### src/rtl/elastic_pipe_reg_pkg.sv
// ---------------------------------------------------------------------------
// elastic_pipe_reg_pkg
// Shared definitions for the elastic pipeline register family.
//   NOP_INSN        : default bubble word for instruction-word instances
//                     (RISC-V "addi x0, x0, 0").
//   stage_state_e   : occupancy state of one two-entry skid stage.
//   pipeClog2()     : constant-foldable ceil(log2) for parameter defaults.
//   stateOccupancy(): number of valid entries held in a given stage state.
// ---------------------------------------------------------------------------
package elastic_pipe_reg_pkg;

  localparam logic [31:0] NOP_INSN = 32'h0000_0013;

  typedef enum logic [1:0] {
    ST_EMPTY = 2'd0,
    ST_ONE   = 2'd1,
    ST_TWO   = 2'd2
  } stage_state_e;

  // Bounded loop so it folds as a constant function on any elaborator.
  function automatic int pipeClog2(input int value);
    int result;
    result = 0;
    for (int i = 0; i < 31; i++) begin
      if ((1 << i) < value) begin
        result = i + 1;
      end
    end
    return result;
  endfunction

  function automatic logic [1:0] stateOccupancy(input stage_state_e state);
    logic [1:0] count;
    case (state)
      ST_ONE:  count = 2'd1;
      ST_TWO:  count = 2'd2;
      default: count = 2'd0;
    endcase
    return count;
  endfunction

endpackage

### src/rtl/elastic_pipe_reg_if.sv
// ---------------------------------------------------------------------------
// elastic_pipe_reg_if
// Valid/ready handshake bundle carrying a WIDTH-bit payload.
//   valid : producer has a payload
//   ready : consumer can accept
//   data  : payload, held stable by the producer until accepted
// Modports:
//   master : producer side (drives valid/data, observes ready)
//   slave  : consumer side (observes valid/data, drives ready)
// ---------------------------------------------------------------------------
interface elastic_pipe_reg_if #(
  parameter int WIDTH = 16
);

  logic             valid;
  logic             ready;
  logic [WIDTH-1:0] data;

  modport master (
    output valid,
    output data,
    input  ready
  );

  modport slave (
    input  valid,
    input  data,
    output ready
  );

endinterface

### src/rtl/elastic_pipe_reg_stage.sv
// ---------------------------------------------------------------------------
// elastic_pipe_stage
// One elastic stage with a main register and a skid register. Both ready and
// valid outputs come straight from state, so there is no combinational path
// from out_ready_i to in_ready_o, nor from the input side to the output side.
// Ports:
//   clk, rst_n              : clock, asynchronous active-low reset
//   flush_i                 : synchronous flush, empties the stage
//   in_valid_i/in_ready_o   : upstream handshake
//   in_data_i               : upstream payload
//   out_valid_o/out_ready_i : downstream handshake
//   out_data_o              : downstream payload (main register)
//   occ_o                   : entries held in this stage (0..2)
// ---------------------------------------------------------------------------
module elastic_pipe_stage
  import elastic_pipe_reg_pkg::*;
#(
  parameter int               WIDTH     = 16,
  parameter logic [WIDTH-1:0] FLUSH_VAL = '0
) (
  input  logic             clk,
  input  logic             rst_n,
  input  logic             flush_i,
  input  logic             in_valid_i,
  output logic             in_ready_o,
  input  logic [WIDTH-1:0] in_data_i,
  output logic             out_valid_o,
  input  logic             out_ready_i,
  output logic [WIDTH-1:0] out_data_o,
  output logic [1:0]       occ_o
);

  stage_state_e     state_q, state_d;
  logic [WIDTH-1:0] mainData_q, mainData_d;
  logic [WIDTH-1:0] skidData_q, skidData_d;
  logic             inXfer;
  logic             outXfer;

  // The skid entry is what makes ready independent of out_ready: a stage in
  // ONE can still take a beat even if downstream stalls that same cycle.
  assign in_ready_o  = (state_q != ST_TWO);
  assign out_valid_o = (state_q != ST_EMPTY);
  assign out_data_o  = mainData_q;
  assign occ_o       = stateOccupancy(state_q);

  assign inXfer  = in_valid_i & in_ready_o;
  assign outXfer = out_valid_o & out_ready_i;

  // State and data registers; skid data is reset only for determinism.
  always_ff @(posedge clk or negedge rst_n) begin
    if (!rst_n) begin
      state_q    <= ST_EMPTY;
      mainData_q <= FLUSH_VAL;
      skidData_q <= FLUSH_VAL;
    end else begin
      state_q    <= state_d;
      mainData_q <= mainData_d;
      skidData_q <= skidData_d;
    end
  end

  // Next-state logic. Flush wins over every transfer; a beat accepted in the
  // flush cycle is simply dropped, and an outgoing beat completes downstream.
  always_comb begin
    state_d    = state_q;
    mainData_d = mainData_q;
    skidData_d = skidData_q;
    if (flush_i) begin
      state_d    = ST_EMPTY;
      mainData_d = FLUSH_VAL;
      skidData_d = FLUSH_VAL;
    end else begin
      unique case (state_q)
        ST_EMPTY: begin
          if (inXfer) begin
            state_d    = ST_ONE;
            mainData_d = in_data_i;
          end
        end
        ST_ONE: begin
          if (inXfer && outXfer) begin
            mainData_d = in_data_i;
          end else if (inXfer) begin
            state_d    = ST_TWO;
            skidData_d = in_data_i;
          end else if (outXfer) begin
            state_d = ST_EMPTY;
          end
        end
        ST_TWO: begin
          // in_ready_o is low here, so only the drain case exists.
          if (outXfer) begin
            state_d    = ST_ONE;
            mainData_d = skidData_q;
          end
        end
        default: begin
          state_d = ST_EMPTY;
        end
      endcase
    end
  end

endmodule

### src/rtl/elastic_pipe_reg.sv
// ---------------------------------------------------------------------------
// elastic_pipe_reg
// Chain of STAGES elastic skid stages between two CPU pipeline stages. Keeps
// full throughput with back-pressure, strict FIFO order, total capacity
// 2*STAGES, synchronous flush to a bubble value and an occupancy count.
// Parameters:
//   WIDTH     : payload width (>=1)
//   STAGES    : number of chained stages (1..8); latency is STAGES cycles
//   FLUSH_VAL : value of every main data register after reset/flush
//   OCC_W     : occupancy width, derived from STAGES
// Ports:
//   clk, rst_n  : clock, asynchronous active-low reset
//   flush_i     : synchronous flush, discards every held entry
//   in_if       : upstream handshake (this block is the consumer)
//   out_if      : downstream handshake (this block is the producer)
//   occupancy_o : entries held across all stages (0..2*STAGES)
// ---------------------------------------------------------------------------
module elastic_pipe_reg
  import elastic_pipe_reg_pkg::*;
#(
  parameter int               WIDTH     = 16,
  parameter int               STAGES    = 1,
  parameter logic [WIDTH-1:0] FLUSH_VAL = '0,
  parameter int               OCC_W     = pipeClog2(2 * STAGES + 1)
) (
  input  logic             clk,
  input  logic             rst_n,
  input  logic             flush_i,
  elastic_pipe_reg_if.slave  in_if,
  elastic_pipe_reg_if.master out_if,
  output logic [OCC_W-1:0] occupancy_o
);

  // Index k is the input side of stage k; index STAGES is the block output.
  logic [STAGES:0]              stageValid;
  logic [STAGES:0]              stageReady;
  logic [STAGES:0][WIDTH-1:0]   stageData;
  logic [STAGES-1:0][1:0]       stageOcc;
  logic [OCC_W-1:0]             occSum;

  assign stageValid[0]      = in_if.valid;
  assign stageData[0]       = in_if.data;
  assign in_if.ready        = stageReady[0];
  assign out_if.valid       = stageValid[STAGES];
  assign out_if.data        = stageData[STAGES];
  assign stageReady[STAGES] = out_if.ready;

  for (genvar k = 0; k < STAGES; k++) begin : gStage
    elastic_pipe_stage #(
      .WIDTH     (WIDTH),
      .FLUSH_VAL (FLUSH_VAL)
    ) uStage (
      .clk         (clk),
      .rst_n       (rst_n),
      .flush_i     (flush_i),
      .in_valid_i  (stageValid[k]),
      .in_ready_o  (stageReady[k]),
      .in_data_i   (stageData[k]),
      .out_valid_o (stageValid[k+1]),
      .out_ready_i (stageReady[k+1]),
      .out_data_o  (stageData[k+1]),
      .occ_o       (stageOcc[k])
    );
  end

  // Occupancy is the sum of per-stage counts, which are registered state, so
  // it moves on the same edge as the transfers that change it.
  always_comb begin
    occSum = '0;
    for (int i = 0; i < STAGES; i++) begin
      occSum = occSum + OCC_W'(stageOcc[i]);
    end
  end

  assign occupancy_o = occSum;

endmodule

### src/flat_wrapper.sv
// flat-port wrapper written by rule: the top's interface ports become plain ports
module elastic_pipe_reg_flat import elastic_pipe_reg_pkg::*;
#(
  parameter int               WIDTH     = 16,
  parameter int               STAGES    = 1,
  parameter logic [WIDTH-1:0] FLUSH_VAL = '0,
  parameter int               OCC_W     = pipeClog2(2 * STAGES + 1)
)
  (clk, rst_n, flush_i, occupancy_o, in_if_valid, in_if_data, in_if_ready, out_if_valid, out_if_data, out_if_ready);
  elastic_pipe_reg_if #(.WIDTH(WIDTH)) in_if_i ();
  elastic_pipe_reg_if #(.WIDTH(WIDTH)) out_if_i ();
  input  logic clk;
  input  logic rst_n;
  input  logic flush_i;
  output logic [OCC_W-1:0] occupancy_o;
  input wire logic [$bits(in_if_i.valid)-1:0] in_if_valid;
  input wire logic [$bits(in_if_i.data)-1:0] in_if_data;
  output wire logic [$bits(in_if_i.ready)-1:0] in_if_ready;
  output wire logic [$bits(out_if_i.valid)-1:0] out_if_valid;
  output wire logic [$bits(out_if_i.data)-1:0] out_if_data;
  input wire logic [$bits(out_if_i.ready)-1:0] out_if_ready;
  assign in_if_i.valid = in_if_valid;
  assign in_if_i.data = in_if_data;
  assign in_if_ready = in_if_i.ready;
  assign out_if_valid = out_if_i.valid;
  assign out_if_data = out_if_i.data;
  assign out_if_i.ready = out_if_ready;
  elastic_pipe_reg #(.WIDTH(WIDTH), .STAGES(STAGES), .FLUSH_VAL(FLUSH_VAL), .OCC_W(OCC_W)) u_core (.clk(clk), .rst_n(rst_n), .flush_i(flush_i), .in_if(in_if_i), .out_if(out_if_i), .occupancy_o(occupancy_o));
endmodule
### config.mk
export PLATFORM = sky130hd
export DESIGN_NAME = elastic_pipe_reg_flat
export DESIGN_NICKNAME = d
export VERILOG_FILES = /design/src/rtl/elastic_pipe_reg_pkg.sv /design/src/rtl/elastic_pipe_reg_if.sv /design/src/rtl/elastic_pipe_reg_stage.sv /design/src/rtl/elastic_pipe_reg.sv /design/src/flat_wrapper.sv
export SDC_FILE = /design/constraint.sdc
export NUM_CORES = 1
export LEC_CHECK = 0
export ABC_AREA = 1
export ABC_CLOCK_PERIOD_IN_PS = 1570
export BUFFER_PORTS_ARGS = -buffer_cell sky130_fd_sc_hd__buf_2
export CAP_MARGIN = 30
export CORE_ASPECT_RATIO = 1.4
export CORE_UTILIZATION = 29
export CTS_CLUSTER_DIAMETER = 30
export DETAILED_ROUTE_END_ITERATION = 10
export SLEW_MARGIN = 30
export SYNTH_ARGS = -nofsm -noshare
export SYNTH_HDL_FRONTEND = slang
export SYNTH_HIERARCHICAL = 1
export SYNTH_SLANG_ARGS = --single-unit
### constraint.sdc
create_clock -name clk -period 1.57 [get_ports clk]
set_input_delay 0.157 -clock clk [delete_from_list [all_inputs] [get_ports clk]]
set_output_delay 0.157 -clock clk [all_outputs]
set_load 0.05 [all_outputs]
-- After elaboration in Yosys (flattened, before gate mapping)
Index checks and enable logic that the tools add are counted.
Widths: inputs -> output; s select.
- output and inout bits: 20
- register bits: 34
- muxes and demuxes: 16
- bitwise logic cells: 2
- equal/unequal tests: 9
- reduce and logical (&&, ||, !) cells: 9
- operators with widths (kind ; count):
    $mux 16 ; 7
    $pmux 16 s3 ; 1
    $mux 2 ; 6
    $ne 3x3->1 const B ; 4
    $reduce_and 4->1 ; 2
    $pmux 2 s3 ; 1
    $reduce_bool 2->1 ; 3
    $ne 2x2->1 const B ; 2
    $ne 4x4->1 const B ; 1
    $pmux 2 s2 ; 1
    $reduce_bool 4->1 ; 1
    $reduce_and 3->1 ; 1
    $and 1x1->1 ; 2
    $eq 2x1->1 const B ; 1
    $eq 2x2->1 const B ; 1
    $logic_not 2->1 ; 1
    $logic_and 1x1->1 ; 1

-- Logic depth before layout (Yosys ltp)
Gate-level depths: netlist of run 1.
- word-level depth: 7
- gate-level depth with buffers: 8

-- Least setup slack after synthesis of run 1
OpenSTA, ideal clock, no wires.
- path type: register -> register
- start: reg u_core.gStage[0].uStage.state_q[1]
- end: reg u_core.gStage[0].uStage.skidData_q[10]
- clock period less this slack: 1.501 ns
- setup slack: 0.069 ns
- stages on the path, launching flop included: 6
- buffers on the path: 1
- setup time: 0.126 ns
- arrival: 1.374 ns
- path through: dfrtp_1 nor2_4 nand3_1 buf_4 nand3_1 o21ai_0
- longest elaborated chain between the ends: 5
- elaborated cells on any way between the ends: 10
- classes of those cells: eq/ne (3); bitwise (2); reduce/logical (5)
- ends and longest elaborated chain (what ; RTL line ; text):
    from (decl) ; elastic_pipe_reg_stage.sv:33 ; stage_state_e state_q, state_d;
    from (signal assigned) ; elastic_pipe_reg_stage.sv:56 ; state_q <= state_d;
    $ne 2x2->1 or $reduce_bool 2->1 (tied branches) ; elastic_pipe_reg_stage.sv:41, elastic_pipe_reg_stage.sv:42 ;
    $and 1x1->1, on equally long branches ; elastic_pipe_reg_stage.sv:46, elastic_pipe_reg_stage.sv:47 ;
    $logic_and 1x1->1 ; elastic_pipe_reg_stage.sv:81 ; if (inXfer && outXfer) begin
    $ne 2x2->1 (no source line) ; -- ;
    $reduce_and 3->1 (no source line) (*) ; -- ;
    to (signal assigned) ; elastic_pipe_reg_stage.sv:58 ; skidData_q <= skidData_d;
    to (decl) ; elastic_pipe_reg_stage.sv:35 ; logic [WIDTH-1:0] skidData_q, skidData_d;
Mark *: on every way between the ends. The rest lies on a longest branch, timed or not.
A chain may end at the register's enable or synchronous reset.

-- Worst setup path in the final report of run 1
- start: reg u_core.gStage[0].uStage.state_q[0]
- end: out occupancy_o[1]
- longest elaborated chain between the ends: 2
- elaborated cells on any way between the ends: 3
- classes of those cells: eq/ne (2); mux (1)
- ends and longest elaborated chain (what ; RTL line ; text):
    $eq 2x2->1 or $eq 2x1->1 (tied branches) ; elastic_pipe_reg_pkg.sv:34 ; case (state)
    $pmux 2 s2 (*) ; elastic_pipe_reg_pkg.sv:34 ;
    to (decl) ; flat_wrapper.sv:15 ; output logic [OCC_W-1:0] occupancy_o;
Marked as above.

==> impl_metrics.py, run 1 <==
metrics = {
    "cells_and_area": {
        "layout-drive-gt1-share_pct": 21.69,
        "multiInputGateArea_um2": 694.4,
        "syn2layout_area_growth_pct": 22.49,
        "fill_cells": 627,
        "seqCellArea_um2": 850.8,
        "nets": 292,
        "fin_area_um2": 2064,
        "diodes": 0,
    },
    "clocking": {
        "cts_root_buf": "clkbuf_8",
        "clock_latency_ns": 0.28,
        "cts_sinks": 34,
        "cts_tree": "yes",
        "cts_buffers": 5,
        "cts_max_path_buffers": 2,
        "htree_levels": 2,
        "clkTransAtPathRegs_ns": 0.07,
    },
    "synth": {
        "ys_seq_area_share_pct": 50.48,
        "ys_ff_latch": 34,
        "synthesis.nets": 249,
        "synth.avg_cell_area_um2": 7.392,
        "synth_cell_type_count": 22,
        "syn_area_um2": 1685,
        "syn_inst": 228,
        "ys_warn_count": 6,
    },
    "power": {
        "vdd_drop_max_uv": 600.6,
        "p_per_area_nw_per_um2": 1088,
        "p_leak_nw": 1.250,
    },
    "detailed_routing": {
        "postRouteAntennaNets": 0,
        "routed_wl_mm": 3.716,
        "vias_per_cell": 4.350,
        "vias": 1479,
        "detail_route.wl_per_cell_um": 10.93,
        "drt_first_pass_iters": 4,
        "drc": 0,
        "drtIter0Drc": 63,
    },
    "die": {
        "die_width_um": 66.43,
        "start_util_pct": 30.28,
        "dieArea_um2": 6125,
        "ios": 41,
        "core-area_um2": 5565,
        "row_count": 32,
        "die_y_um": 92.20,
    },
    "timing": {
        "tightest_slew_ns": 0.4383,
        "grt_setup_unrepaired": "no",
        "clock_skew_ns": 0.004565,
        "min_period_ns": 1.439,
        "max_slew_margin_pct": 70.78,
        "fin_tns_setup_ns": 0,
        "finalSetupViolCount": 0,
        "hold_viol_final": 0,
        "post-route-period-util_pct": 91.63,
        "fmax_mhz": 695.2,
        "slew_viol_final": 0,
    },
    "setup_path": {
        "setup.worst_path.start": "u_core/gStage[0].uStage/state_q[0]",
        "crit_arrival_ns": 1.28,
        "crit_path_max_fanout": 7,
        "worstSetupStartpointType": "flip-flop",
        "cp.required_ns": 1.41,
        "crit_type": "flip-flop to output pin",
        "r2r_start": "u_core/gStage[0].uStage/state_q[0]",
        "critPathCaptureType": "output pin",
    },
    "job": {
        "cap_violations": 0,
    },
    "grt": {
        "grt_max_degree": 35,
        "antenna_found_initial": 0,
        "track_usage_pct": 13.58,
        "grt-ovfl-total": 0,
        "grt_pass1_vias": 1341,
        "grt_pass1_wl_mm": 6.237,
    },
    "placed_design": {
        "io_buffers": 40,
        "dpl-instance-area_um2": 1963,
        "hpwl_mm": 2.484,
        "place.gp.congestion": 0.7687,
    },
    "run_status": {
        "status": "complete, no violations",
    },
    "min_path": {
        "hold_path.class": "input pin to flip-flop",
        "hp-start": "in_if_data[0]",
    },
}
## repair_timing
action,CTS,global route
setup endpoints to repair,0,0
setup buffers,0,0
hold buffers,1,0
gates resized for setup,0,0
hold endpoints to repair,34,0
## per-stage QoR
step	utilization [%]	hold WS (ns)	power, mW	setup slack (ns)	std cells
after floorplan	-	-0.1386	1.444	0.06941	228
after global placement	35.27	0.2199	1.600	0.2091	331
after detailed placement	35.27	0.2160	1.606	0.1490	331
after CTS	37.10	0.1241	2.280	0.1060	340
after global routing	37.10	0.1358	2.378	0.01035	340
final	37.10	0.1335	2.245	0.1315	340
## where the power goes
group	leakage [nW]	switching, mW	internal, mW
Clock	0.0482	0.309	0.354
Sequential	0.455	0.0394	0.951
Combinational	0.747	0.450	0.142
## final timing paths
check / endpoint / slack [ns] / cells past startpoint
setup / recovery: occupancy_o[1] / 0.13 / 4
hold / removal: u_core/gStage[0].uStage/skidData_q[0] / 0.13 / 3
setup reg to reg: u_core/gStage[0].uStage/out_data_o[4] / 0.15 / 6
hold reg to reg: u_core/gStage[0].uStage/out_data_o[12] / 0.47 / 2
max in group asynchronous: u_core/gStage[0].uStage/out_data_o[14] / 0.82 / 3
min in group asynchronous: u_core/gStage[0].uStage/out_data_o[9] / 0.43 / 3
## flip-flops by register name (all words and copies together) (netlist names)
signal and flops:
u_core/gStage.uStage/out_data_o 16, u_core/gStage.uStage/skidData_q 16, u_core/gStage.uStage/state_q 2
## cells in the mapped netlist, drive strengths merged
cell type	n	area, µm²
xor2	1	8.760
o2bb2ai	1	8.760
nand3	20	105.1
nand4	1	12.51
clkbuf	3	12.51
inv	21	78.83
buf	7	45.03
dfrtp	34	850.8
nor2	35	138.9
nand2	88	340.3
clkinv	1	3.750
o21ai	16	80.07
## per-layer routing
metal	share of wire, %	vias to the layer above	GRT usage [%]
li1	-	782	-
met1	46	654	17.62
met2	47	38	20.83
met3	4.5	5	3.731
met4	1.8	0	5.851
met5	0	-	0
## worst max-delay path, stage by stage (launching register included)
cell and delay [ns]:
dfrtp_1 0.38, inv_1 0.16, nand2_2 0.14, inv_1 0.07, buf_2 0.25
## final cells by class
| type | instances | area share [%] |
|---|---|---|
| clock buffers | 7 | 4.182 |
| clock inverters | 1 | 0.2424 |
| inverters | 22 | 4.000 |
| multi-input cells | 162 | 33.64 |
| flip-flops and latches | 34 | 41.21 |
| well taps | 68 | 4.121 |
| repair buffers | 46 | 12.61 |
## logic make-up after synthesis
kind of cell,Yosys count,share of synthesized area (%)
xor+xnor,1,0.5198
simple gates,144,35.41
buf+inv,32,8.314
flops,34,50.48
compound gates,17,5.271
## layout by cell type, fill, tap and decap left out
cell           netlist  final
buf_12               0      1
buf_2                3     40
buf_4                2      4
clkbuf_1             2      1
clkbuf_8             0      6
clkinv_1             1      1
clkinv_2             0      1
dfrtp_1             34     34
dlygate4sd3_1        0      1
inv_1               19     19
inv_2                2      2
nand2_1             86     86
nand2_2              1      1
nand2_4              1      1
nand3_1             19     19
nand3_2              1      1
nand4_2              1      1
nor2_1              34     34
nor2_4               1      1
o21ai_0             15     15
o21ai_1              1      1
o2bb2ai_1            1      1
xor2_1               1      1
(Power assumes the default switching activity.)
==> run 2, diff against run 1 <==
--- a/config.mk
+++ b/config.mk
@@ -6,12 +6,13 @@
 export NUM_CORES = 1
 export LEC_CHECK = 0
 export ABC_AREA = 1
-export ABC_CLOCK_PERIOD_IN_PS = 1570
+export ABC_CLOCK_PERIOD_IN_PS = 1500
 export BUFFER_PORTS_ARGS = -buffer_cell sky130_fd_sc_hd__buf_2
 export CAP_MARGIN = 30
 export CORE_ASPECT_RATIO = 1.4
 export CORE_UTILIZATION = 29
 export CTS_CLUSTER_DIAMETER = 30
+export CTS_CLUSTER_SIZE = 16
 export DETAILED_ROUTE_END_ITERATION = 10
 export SLEW_MARGIN = 30
 export SYNTH_ARGS = -nofsm -noshare
==> constraint.sdc (replaced) <==
create_clock -name clk -period 1.5 [get_ports clk]
set_input_delay 0.15 -clock clk [delete_from_list [all_inputs] [get_ports clk]]
set_output_delay 0.15 -clock clk [all_outputs]
set_load 0.05 [all_outputs]
==> run 2 against run 1 <==
  * Via count increased by 1.3%
  * Sequential power grew 5%
  * Cell area is 1.8% higher
  * Critical path type unchanged
  * Critical endpoint is now in_if_ready
  * Highest routed layer unchanged
==> impl_metrics.py, run 2 (synthesized netlist as in run 1, its figures left out) <==
metrics = {
    "run_status": {
        "status": "complete, no violations",
    },
    "power": {
        "p_seq_share_pct": 44.4,
        "p_sw_mw": 0.8267,
        "p_int_mw": 1.511,
        "p_leak_nw": 1.264,
        "vdd_drop_max_uv": 490.1,
        "p_per_area_nw_per_um2": 1113,
        "clkPwrFrac_pct": 28.3,
        "switching_share_pct": 35.36,
        "p_comb_share_pct": 27.4,
    },
    "setup_path": {
        "crit_arrival_ns": 1.27,
        "worstSetupStartpointType": "flip-flop",
        "crit_path_max_fanout": 10,
        "critPathCaptureType": "output pin",
        "cp.required_ns": 1.35,
        "crit_type": "flip-flop to output pin",
    },
    "grt": {
        "track_usage_pct": 14.30,
        "grt_pass1_wl_mm": 6.568,
        "antenna_found_initial": 0,
        "grt_pass1_vias": 1410,
        "grt_max_degree": 35,
        "grt-ovfl-total": 0,
    },
    "job": {
        "cap_violations": 0,
    },
    "clocking": {
        "cts_max_path_buffers": 2,
        "cts_sinks": 34,
        "cts_root_buf": "clkbuf_8",
        "post_cts_buffers": 0,
        "clock_latency_ns": 0.28,
        "htree_levels": 2,
        "clkTransAtPathRegs_ns": 0.07,
        "cts_tree": "yes",
        "cts_buffers": 5,
    },
    "cells_and_area": {
        "final_common_cell": "nand2_1",
        "syn2layout_area_growth_pct": 24.65,
        "layout-drive-gt1-share_pct": 22.79,
        "diodes": 0,
        "mostFrequentLayoutCells": "86 x nand2_1, 39 x buf_2, 34 x nor2_1, 33 x dfrtp_1, 19 x nand3_1",
        "nets": 294,
    },
    "die": {
        "ios": 41,
        "dieArea_um2": 6125,
        "start_util_pct": 30.28,
        "die_y_um": 92.20,
        "die_width_um": 66.43,
        "row_count": 32,
        "core-area_um2": 5565,
    },
    "timing": {
        "min_period_ns": 1.416,
        "fin_tns_setup_ns": 0,
        "tightest_slew_ns": 0.4462,
        "finalSetupViolCount": 0,
        "clock_skew_ns": 0.004861,
        "fmax_mhz": 706.4,
        "slew_viol_final": 0,
        "setup_slack_ns": 0.08437,
        "max_slew_margin_pct": 70.25,
        "hold_viol_final": 0,
        "grt_setup_unrepaired": "no",
        "post-route-period-util_pct": 94.38,
    },
    "detailed_routing": {
        "detail_route.wl_per_cell_um": 10.96,
        "vias_per_cell": 4.406,
        "drt_first_pass_iters": 4,
        "postRouteAntennaNets": 0,
        "drtIter0Drc": 60,
        "routed_wl_mm": 3.725,
        "vias": 1498,
        "drc": 0,
    },
    "placed_design": {
        "io_buffers": 40,
        "hpwl_mm": 2.593,
        "place_ws_ns": 0.1705,
        "place.gp.congestion": 0.7148,
    },
    "min_path": {
        "hold_path.class": "input pin to flip-flop",
    },
}
[run 2: per-stage QoR]
step | area, µm² | instances | utilization [%] | hold WS [ns] | power, mW
floorplan | 1685 | 228 | - | -0.1456 | 1.512
global placement | 1991 | 333 | 35.77 | 0.2121 | 1.685
detailed placement | 1991 | 333 | 35.77 | 0.2119 | 1.692
CTS | 2091 | 340 | 37.57 | 0.1214 | 2.374
global route | 2101 | 340 | 37.75 | 0.1421 | 2.490
finish | 2101 | 340 | 37.75 | 0.1348 | 2.338
[run 2: area by class of cell]
class,count,area (µm²)
Fill cell,603,3465
Sequential cell,34,852.1
Multi-Input combinational cell,162,708.2
Timing Repair Buffer,48,290.3
Tap cell,68,85.08
Clock buffer,6,82.58
Inverter,22,82.58
[run 2: critical path, cell delays in order, from the launching register on]
cell and delay [ns]:
dfrtp_2 0.46, nand2_4 0.13, buf_4 0.18, buf_4 0.21
[run 2: repair_timing]
item	4_1_cts	5_1_grt
pin swaps	0	0
setup endpoints to repair	1	9
hold endpoints to repair	34	0
hold buffers	1	0
resized for setup	3	2
[run 2: worst paths after layout]
path | from | depth (start not counted) | slack (ns) | endpoint
setup / recovery | u_core/gStage[0].uStage/state_q[1] | 3 | 0.08 | in_if_ready
hold / removal | in_if_data[0] | 3 | 0.13 | u_core/gStage[0].uStage/skidData_q[0]
setup reg to reg | u_core/gStage[0].uStage/state_q[0] | 6 | 0.17 | u_core/gStage[0].uStage/out_data_o[11]
hold reg to reg | u_core/gStage[0].uStage/out_data_o[7] | 2 | 0.47 | u_core/gStage[0].uStage/out_data_o[7]
max in group asynchronous | rst_n | 3 | 0.74 | u_core/gStage[0].uStage/state_q[1]
min in group asynchronous | rst_n | 3 | 0.43 | u_core/gStage[0].uStage/skidData_q[12]
[run 2: metal layers]
layer  track usage (%)  vias to the layer above  wire length (µm)
met1             18.34                      667              1764
li1                  -                      783                 -
met2             22.02                       41              1678
met5                 0                        -                 0
met3             3.980                        7               210
met4             6.383                        0                72
[run 2: power groups by stage]
stage          Sequential, mW  Clock [mW]  Combinational, mW
6_report                 1.04       0.661              0.640
2_1_floorplan            1.26           0              0.257
3_3_place_gp             1.05           0              0.634
3_5_place_dp             1.05           0              0.639
5_1_grt                  1.05       0.742              0.701
4_1_cts                  1.04       0.690              0.647
==> run 3, diff against run 2 <==
--- a/config.mk
+++ b/config.mk
@@ -6,7 +6,7 @@
 export NUM_CORES = 1
 export LEC_CHECK = 0
 export ABC_AREA = 1
-export ABC_CLOCK_PERIOD_IN_PS = 1500
+export ABC_CLOCK_PERIOD_IN_PS = 1400
 export BUFFER_PORTS_ARGS = -buffer_cell sky130_fd_sc_hd__buf_2
 export CAP_MARGIN = 30
 export CORE_ASPECT_RATIO = 1.4
@@ -14,6 +14,8 @@
 export CTS_CLUSTER_DIAMETER = 30
 export CTS_CLUSTER_SIZE = 16
 export DETAILED_ROUTE_END_ITERATION = 10
+export MAX_ROUTING_LAYER = met4
+export RECOVER_POWER = 25
 export SLEW_MARGIN = 30
 export SYNTH_ARGS = -nofsm -noshare
 export SYNTH_HDL_FRONTEND = slang
==> constraint.sdc (replaced) <==
create_clock -name clk -period 1.4 [get_ports clk]
set_input_delay 0.14 -clock clk [delete_from_list [all_inputs] [get_ports clk]]
set_output_delay 0.14 -clock clk [all_outputs]
set_load 0.05 [all_outputs]
==> run 3 against run 2 <==
  * Core utilization increased by 2.0 points
  * Wire length increased by 14%
  * Critical path depth increased by 2
  * Total power increased by 10%
  * Flip-flop and latch count unchanged
==> impl_metrics.py, run 3 (synthesized netlist as in run 1, its figures left out) <==
metrics = {
    "run_status": {
        "status": "complete, no violations",
    },
    "detailed_routing": {
        "drc": 0,
        "vias": 1542,
        "detail_route.wl_per_cell_um": 12.11,
        "drt_first_pass_iters": 4,
        "postRouteAntennaNets": 0,
        "routed_wl_mm": 4.228,
        "vias_per_cell": 4.418,
        "drtIter0Drc": 72,
    },
    "timing": {
        "fmax_mhz": 733.6,
        "grt_setup_unrepaired": "yes",
        "finalSetupViolCount": 0,
        "hold_viol_final": 0,
        "hold_ws_ns": 0.1158,
        "setup_slack_ns": 0.03677,
        "tightest_slew_ns": 0.4890,
        "post-route-period-util_pct": 97.37,
        "max_slew_margin_pct": 67.40,
        "slew_viol_final": 0,
        "clock_skew_ns": 0.003974,
        "min_period_ns": 1.363,
    },
    "cells_and_area": {
        "syn2layout_area_growth_pct": 31.11,
        "fill_cells": 602,
        "diodes": 0,
        "multiInputGateArea_um2": 711.9,
        "layout-drive-gt1-share_pct": 25.27,
        "nets": 301,
        "final_common_cell": "nand2_1",
        "final_util_pct": 39.70,
        "fin_area_um2": 2210,
        "seqCellArea_um2": 852.1,
        "mostFrequentLayoutCells": "86 x nand2_1, 37 x buf_2, 34 x nor2_1, 33 x dfrtp_1, 18 x nand3_1",
    },
    "placed_design": {
        "dpl-instance-area_um2": 2003,
        "io_buffers": 40,
        "place_ws_ns": 0.1223,
        "place.gp.congestion": 0.8407,
        "hpwl_mm": 2.690,
    },
    "clocking": {
        "clock_latency_ns": 0.28,
        "cts_sinks": 34,
        "cts_root_buf": "clkbuf_8",
        "cts_buffers": 5,
        "htree_levels": 2,
        "cts_max_path_buffers": 2,
        "clkTransAtPathRegs_ns": 0.07,
        "cts_tree": "yes",
    },
    "grt": {
        "track_usage_pct": 14.62,
        "antenna_found_initial": 0,
        "grt_pass1_vias": 1443,
        "grt_pass1_wl_mm": 6.596,
        "grt_max_degree": 35,
        "grt-ovfl-total": 0,
    },
    "setup_path": {
        "worstSetupStartpointType": "flip-flop",
        "crit_arrival_ns": 1.22,
        "cp.required_ns": 1.26,
        "critPathCaptureType": "output pin",
        "crit_type": "flip-flop to output pin",
        "crit_path_max_fanout": 8,
    },
    "die": {
        "core-area_um2": 5565,
        "start_util_pct": 30.28,
        "die_y_um": 92.20,
        "dieArea_um2": 6125,
        "ios": 41,
        "row_count": 32,
        "die_width_um": 66.43,
    },
    "power": {
        "p_leak_nw": 1.321,
        "p_per_area_nw_per_um2": 1168,
        "vdd_drop_max_uv": 600.3,
        "finalPower_mw": 2.580,
    },
    "min_path": {
        "hold_path.class": "input pin to flip-flop",
    },
    "job": {
        "cap_violations": 0,
    },
}
## run 3: cell count changes in the layout (fill, tap and decap cells not counted), moves of 2 or more
| cell | delta |
|---|---|
| buf_6 | +2 |
| buf_4 | +3 |
| clkbuf_1 | +2 |
| buf_2 | -2 |
| clkbuf_16 | +2 |
## run 3: where the power goes
part / switching (mW) / total (mW) / internal [mW]
Sequential: 0.0473 / 1.11 / 1.07
Combinational: 0.527 / 0.720 / 0.193
Clock: 0.349 / 0.746 / 0.397
Total: 0.924 / 2.58 / 1.66
## run 3: cell type report
type / count / share of cell area, %
sequential: 34 / 38.56
tap: 68 / 3.851
inverter: 22 / 3.851
timing repair buffer: 55 / 17.38
clock inverter: 1 / 0.2265
clock buffer: 7 / 3.907
multi-input combinational: 162 / 32.22
## run 3: layer usage
layer	track usage, %	routed length, µm
met3	3.483	201
met2	20.83	1991
met5	-	0
met4	5.319	58
met1	20.02	1977
## run 3: timing repair
item,in CTS,in global routing
endpoints found under the setup margin,2,2
hold endpoints to repair,17,0
hold buffers,1,0
resized for setup,6,4
setup buffers,0,5
gates cloned,0,2
## run 3: critical path: stages (launching register included)
cell and delay (ns):
dfrtp_1 0.40, inv_2 0.13, nand2_4 0.08, buf_12 0.14, inv_2 0.05, buf_6 0.14
## run 3: path summary, 6_finish.rpt
kind,start,to,slack (ns),cells past startpoint
max in group asynchronous,rst_n,u_core/gStage[0].uStage/skidData_q[2],0.31,3
max,u_core/gStage[0].uStage/state_q[0],occupancy_o[1],0.04,5
min reg2reg,u_core/gStage[0].uStage/out_data_o[7],u_core/gStage[0].uStage/out_data_o[7],0.47,2
max reg2reg,u_core/gStage[0].uStage/state_q[0],u_core/gStage[0].uStage/out_data_o[0],0.08,9
min in group asynchronous,rst_n,u_core/gStage[0].uStage/out_data_o[10],0.34,2
min,in_if_data[0],u_core/gStage[0].uStage/skidData_q[0],0.12,3
## run 3: stage by stage
stage	instances	setup TNS, ns
after floorplan	228	0
after global placement	333	0
after detailed placement	333	0
after CTS	342	0
after global routing	349	-0.001060
final	349	0
